==> src/rtl/regfile_sweep_if.sv <==
// Register-file port bundle: write port, two read ports and the clear/busy sweep control.
// The master drives addresses/data and the slave returns registered read data and status.
interface regfile_sweep_if #(
   parameter int unsigned WIDTH  = 16,
   parameter int unsigned ADDR_W = 3
);
   logic              clear;
   logic              busy;
   logic              write;
   logic [ADDR_W-1:0] inaddr;
   logic [WIDTH-1:0]  in;
   logic [ADDR_W-1:0] addr1;
   logic [ADDR_W-1:0] addr2;
   logic [WIDTH-1:0]  out1;
   logic [WIDTH-1:0]  out2;
   logic              wr_drop;

   modport master (
      output clear, write, inaddr, in, addr1, addr2,
      input  busy, out1, out2, wr_drop
   );

   modport slave (
      input  clear, write, inaddr, in, addr1, addr2,
      output busy, out1, out2, wr_drop
   );
endinterface

==> src/rtl/regfile_sweep.sv <==
// Parametrised 2-read/1-write register file with optional hardwired R0, write-first bypass
// and a DEPTH-cycle clear sweep during which reads return 0 and writes are dropped.
module regfile_sweep #(
   parameter int unsigned WIDTH    = 16,
   parameter int unsigned DEPTH    = 8,
   parameter int unsigned ADDR_W   = 3,
   parameter bit          ZERO_REG = 1'b1,
   parameter bit          BYPASS   = 1'b1
) (
   input logic           clk,
   input logic           rst_n,
   regfile_sweep_if.slave bus
);

   typedef enum logic {StIdle, StSweep} state_e;

   state_e            state_q;
   logic [ADDR_W-1:0] ctr_q;
   logic [WIDTH-1:0]  vals_q [DEPTH];
   logic [WIDTH-1:0]  out1_q, out2_q;
   logic [WIDTH-1:0]  rd1_d, rd2_d;
   logic              busy_q, drop_q;
   logic              wr_zero, wr_accept;

   // Writes to a hardwired R0 are silently ignored and never count as dropped.
   assign wr_zero   = ZERO_REG && (bus.inaddr == '0);
   assign wr_accept = bus.write && (state_q == StIdle) && !wr_zero;

   function automatic logic [WIDTH-1:0] rd_port(input logic [ADDR_W-1:0] a);
      logic [WIDTH-1:0] v;
      v = vals_q[a];
      if (state_q == StSweep) begin
         v = '0;
      end else if (ZERO_REG && (a == '0)) begin
         v = '0;
      end else if (BYPASS && wr_accept && (bus.inaddr == a)) begin
         v = bus.in;
      end
      return v;
   endfunction

   always_comb begin
      rd1_d = rd_port(bus.addr1);
      rd2_d = rd_port(bus.addr2);
   end

   always_ff @(posedge clk or negedge rst_n) begin
      if (!rst_n) begin
         state_q <= StIdle;
         ctr_q   <= '0;
         busy_q  <= 1'b0;
         drop_q  <= 1'b0;
         out1_q  <= '0;
         out2_q  <= '0;
         for (int i = 0; i < int'(DEPTH); i++) begin
            vals_q[i] <= '0;
         end
      end else begin
         out1_q <= rd1_d;
         out2_q <= rd2_d;
         drop_q <= bus.write && (state_q == StSweep) && !wr_zero;
         if (wr_accept) begin
            vals_q[bus.inaddr] <= bus.in;
         end
         unique case (state_q)
            StIdle: begin
               if (bus.clear) begin
                  state_q <= StSweep;
                  busy_q  <= 1'b1;
                  ctr_q   <= '0;
               end
            end
            StSweep: begin
               vals_q[ctr_q] <= '0;
               ctr_q         <= ctr_q + ADDR_W'(1);
               if (ctr_q == ADDR_W'(DEPTH - 1)) begin
                  state_q <= StIdle;
                  busy_q  <= 1'b0;
               end
            end
         endcase
      end
   end

   assign bus.out1    = out1_q;
   assign bus.out2    = out2_q;
   assign bus.busy    = busy_q;
   assign bus.wr_drop = drop_q;

endmodule

==> src/flat_wrapper.sv <==
// flat-port wrapper written by rule: the top's interface ports become plain ports
module regfile_sweep_flat 
#(
   parameter int unsigned WIDTH    = 16,
   parameter int unsigned DEPTH    = 8,
   parameter int unsigned ADDR_W   = 3,
   parameter bit          ZERO_REG = 1'b1,
   parameter bit          BYPASS   = 1'b1
)
  (clk, rst_n, bus_clear, bus_write, bus_inaddr, bus_in, bus_addr1, bus_addr2, bus_busy, bus_out1, bus_out2, bus_wr_drop);
  regfile_sweep_if #(.WIDTH(WIDTH), .ADDR_W(ADDR_W)) bus_i ();
  input logic clk;
  input logic rst_n;
  input wire logic [$bits(bus_i.clear)-1:0] bus_clear;
  input wire logic [$bits(bus_i.write)-1:0] bus_write;
  input wire logic [$bits(bus_i.inaddr)-1:0] bus_inaddr;
  input wire logic [$bits(bus_i.in)-1:0] bus_in;
  input wire logic [$bits(bus_i.addr1)-1:0] bus_addr1;
  input wire logic [$bits(bus_i.addr2)-1:0] bus_addr2;
  output wire logic [$bits(bus_i.busy)-1:0] bus_busy;
  output wire logic [$bits(bus_i.out1)-1:0] bus_out1;
  output wire logic [$bits(bus_i.out2)-1:0] bus_out2;
  output wire logic [$bits(bus_i.wr_drop)-1:0] bus_wr_drop;
  assign bus_i.clear = bus_clear;
  assign bus_i.write = bus_write;
  assign bus_i.inaddr = bus_inaddr;
  assign bus_i.in = bus_in;
  assign bus_i.addr1 = bus_addr1;
  assign bus_i.addr2 = bus_addr2;
  assign bus_busy = bus_i.busy;
  assign bus_out1 = bus_i.out1;
  assign bus_out2 = bus_i.out2;
  assign bus_wr_drop = bus_i.wr_drop;
  regfile_sweep #(.WIDTH(WIDTH), .DEPTH(DEPTH), .ADDR_W(ADDR_W), .ZERO_REG(ZERO_REG), .BYPASS(BYPASS)) u_core (.clk(clk), .rst_n(rst_n), .bus(bus_i));
endmodule
==> config.mk <==
export PLATFORM = sky130hd
export DESIGN_NAME = regfile_sweep_flat
export DESIGN_NICKNAME = d
export VERILOG_FILES = /design/src/rtl/regfile_sweep_if.sv /design/src/rtl/regfile_sweep.sv /design/src/flat_wrapper.sv
export SDC_FILE = /design/constraint.sdc
export NUM_CORES = 1
export LEC_CHECK = 0
export CORE_ASPECT_RATIO = 0.8
export CORE_MARGIN = 1
export CORE_UTILIZATION = 32
export CTS_BUF_LIST = sky130_fd_sc_hd__clkbuf_8
export CTS_CLUSTER_DIAMETER = 80
export DETAILED_ROUTE_END_ITERATION = 8
export DONT_BUFFER_PORTS = 1
export PLACE_DENSITY_LB_ADDON = 0.12
export SKIP_LAST_GASP = 1
export SYNTH_ARGS = -nofsm -noshare
export SYNTH_HDL_FRONTEND = slang
export SYNTH_SLANG_ARGS = --single-unit
==> constraint.sdc <==
create_clock -name clk -period 1.6 [get_ports clk]
set_input_delay 0 -clock clk [delete_from_list [all_inputs] [get_ports clk]]
set_output_delay 0 -clock clk [all_outputs]
set_load 0.1 [all_outputs]
==> flow_metrics.py <==
metrics = {
    "status": {
        "status": "finished, violations left",
        "violations": "negative hold slack",
    },
    "sta": {
        "fin_worst_skew_ns": 0.0109,
        "fin_ws_ns": 0.0248,
        "hold_ws_ns": -0.774,
        "period_minus_slack_ns": 1.58,
        "max_freq_ghz": 0.635,
        "hold_viol": 166,
        "rsz0062_at_grt": "true",
        "finalCritPeriodShare_pct": 98.4,
        "worst_pin_slew_ns": 0.480,
        "drv_slew": 0,
        "setup_violations": 0,
        "slew_headroom_pct": 68.0,
    },
    "route": {
        "vias_per_cell": 5.52,
        "drt-total-wl_um": 30100,
        "drt_first_pass_iters": 7,
        "drcViolationCount": 0,
        "postRouteAntennaNets": 0,
        "vias": 6391,
        "wl_per_cell_um": 26.0,
        "drtIter0Drc": 719,
    },
    "synthesis": {
        "syn_nets": 759,
        "ys_seq_elements": 166,
        "avgSynthCellArea_um2": 12.1,
        "postSynthCellCount": 728,
        "synth_area_mm2": 0.00877,
        "synth-xor-area-share_pct": 0.599,
        "synth_top_family_by_area": "multiplexers",
        "synthAdderAreaFrac_pct": 0.285,
        "ys_warn_count": 0,
        "synth-simple-area-share_pct": 9.83,
        "synth_mux_area_share_pct": 29.2,
        "synth_compound_area_share_pct": 7.60,
        "yosys.cell_types.count": 32,
        "synth-seq-area-share_pct": 47.3,
    },
    "place": {
        "place_area_mm2": 0.00946,
        "gp_congestion": 0.783,
        "place_ws_ns": -0.00823,
        "placed_cells": 1091,
        "port_buffers": 0,
        "dpl.hpwl_um": 17600,
    },
    "setup_path": {
        "cp-end-kind": "flop",
        "cp_max_fo": 22,
        "reg2reg_slack_ns": 0.04,
        "ff2ff_path_depth": 5,
        "rr_endpoint": "u_core.vals_q[41]",
        "critPathKind": "in2reg",
        "start_kind": "input pin",
        "worstPathRequired_ns": 1.98,
        "worstReg2RegStart": "u_core.state_q",
        "cp.arrival_ns": 1.96,
    },
    "clock_network": {
        "ctsHtreeMaxLevel": 4,
        "clk_latency_ns": 0.47,
        "clk_path_buf_depth": 2,
        "cts-root-buf": "clkbuf_8",
        "path_clk_slew_ns": 0.09,
        "cts_tree": "done",
        "cts_made_buffers": 17,
        "clock-sinks": 166,
    },
    "global_routing": {
        "grt_max_degree": 167,
        "antenna_found_initial": 0,
        "grt_usage_pct": 22.3,
        "grt_pass1_vias": 6589,
        "overflow": 0,
        "grt_pass1_wl_um": 44700,
    },
    "layout": {
        "drive_gt1_share_pct": 24.3,
        "fin_nets": 819,
        "fill_cells": 2530,
        "design_area_mm2": 0.0103,
        "fin_cells": 1157,
        "area_delta_synth_final_pct": 17.5,
        "final_core_util_pct": 38.8,
        "antenna_cells": 0,
    },
    "power_and_ir_drop": {
        "ir_drop_v": 0.000521,
        "p_leak_nw": 4.69,
        "p_per_area_mw_per_mm2": 1290,
        "power_mw": 13.3,
    },
    "die": {
        "fp.dieH_um": 150,
        "core_area_mm2": 0.0266,
        "rows": 53,
        "start_util_pct": 33.0,
        "boundaryPins": 63,
        "die_area_mm2": 0.0281,
        "dieWidth_um": 187,
    },
    "hold_path": {
        "hold_path.class": "in2async",
    },
    "run": {
        "maxCapViolations": 0,
    },
}
[routing by layer]
| layer | up-vias | part of all wire, % | GRT usage, % |
|---|---|---|---|
| met5 | - | 0 | 0 |
| met3 | 49 | 8.2 | 6.36 |
| met4 | 0 | 2.4 | 7.99 |
| met2 | 307 | 45 | 33.5 |
| li1 | 2748 | - | - |
| met1 | 3287 | 45 | 30.7 |
[critical path, stage by stage]
cell,delay [ns]
dlygate4sd3_1,0.70
or3_1,0.44
nand3b_2,0.15
buf_4,0.32
o31ai_1,0.14
a21oi_2,0.18
[cell type report]
| class | instances | area (um^2) | area share (%) |
|---|---|---|---|
| clock buffer | 20 | 275 | 2.67 |
| clock inverter | 11 | 150 | 1.46 |
| multi-input combinational | 487 | 4200 | 40.8 |
| inverter | 1 | 3.75 | 0.0364 |
| timing repair buffer | 115 | 1070 | 10.4 |
| tap | 357 | 447 | 4.33 |
| sequential | 166 | 4150 | 40.3 |
[how the worst max path moves through the flow]
stage,from,slack (ns),cells after the start,to
2_1_floorplan,u_core.state_q,0.03,7,u_core.vals_q[38]
3_3_place_gp,u_core.state_q,0.007,5,u_core.vals_q[26]
3_5_place_dp,u_core.state_q,-0.008,5,u_core.vals_q[24]
4_1_cts,u_core.state_q,0.03,5,u_core.vals_q[25]
5_1_grt,u_core.state_q,-0.05,5,u_core.vals_q[42]
6_report,bus_inaddr[1],0.02,6,u_core.bus.out1[10]
[per-stage QoR]
stage	TNS [ns]	hold slack, ns
final	0	-0.774
after global routing	-0.240	-0.814
after CTS	0	-0.813
after detailed placement	-0.0186	-0.284
after global placement	0	-0.285
after floorplan	0	-0.296
[flip-flops by register name (all words and copies together) (netlist names)]
name / count
u_core.state_q: 1
u_core.bus.busy: 1
u_core.bus.out1: 16
u_core.bus.out2: 16
u_core.vals_q: 128
u_core.ctr_q: 3
u_core.bus.wr_drop: 1
[cells in the final DEF, fill, tap and decap left out, drive strengths merged, types with 3 or more instances in the layout]
cell type / n
a21oi: 65
nand2b: 6
o21ai: 19
dfrtp: 166
and2b: 7
nor3: 5
xnor2: 6
nand2: 53
nor2: 91
nor3b: 3
mux4: 64
clkinvlp: 4
inv: 3
bufinv: 3
clkbuf: 20
nor2b: 9
mux2i: 112
nand3b: 4
dlygate4sd3: 28
buf: 86
o31ai: 32
[cell families after synthesis]
kind of cell | Yosys count
DFF | 166
buffers and inverters | 75
adders and majority gates | 2
and+or+nand+nor | 186
xor gates and xnor gates | 6
muxes | 176
AOI/OAI and AO/OA | 117
[where the power goes]
group / internal, mW / switching (mW) / leakage, nW
combinational: 1.76 / 2.51 / 2.19
sequential: 4.99 / 0.712 / 2.29
clock: 1.66 / 1.66 / 0.205
total: 8.42 / 4.88 / 4.69
[cell usage after synthesis (all sizes together)]
| master | count | area (um^2) |
|---|---|---|
| nor3b | 3 | 32.5 |
| buf | 53 | 368 |
| and2b | 7 | 52.6 |
| and3 | 2 | 12.5 |
| inv | 1 | 3.75 |
| clkbuf | 21 | 78.8 |
| mux2i | 112 | 1120 |
| or3 | 2 | 12.5 |
| mux4 | 64 | 1440 |
| nand2 | 53 | 199 |
| o31ai | 32 | 240 |
| ha | 2 | 25.0 |
| or2 | 2 | 12.5 |
| nor2 | 91 | 342 |
| nand2b | 6 | 40.0 |
| dfrtp | 166 | 4150 |
| nor3 | 5 | 36.3 |
| nand3 | 2 | 20.0 |
| nand3b | 4 | 46.3 |
| o22ai | 1 | 6.26 |
| nor2b | 9 | 56.3 |
| o21ai | 19 | 95.1 |
| a21oi | 65 | 325 |
| xnor2 | 6 | 52.6 |
[what timing repair did]
item / in CTS / in global routing
hold buffers: 31 / 3
gates resized for setup: 1 / 7
buffers inserted: 0 / 1
cloned: 0 / 0
endpoints found under the setup margin: 9 / 59
hold endpoints to repair: 316 / 168
No activity file was read; power rests on OpenSTA's default activity.
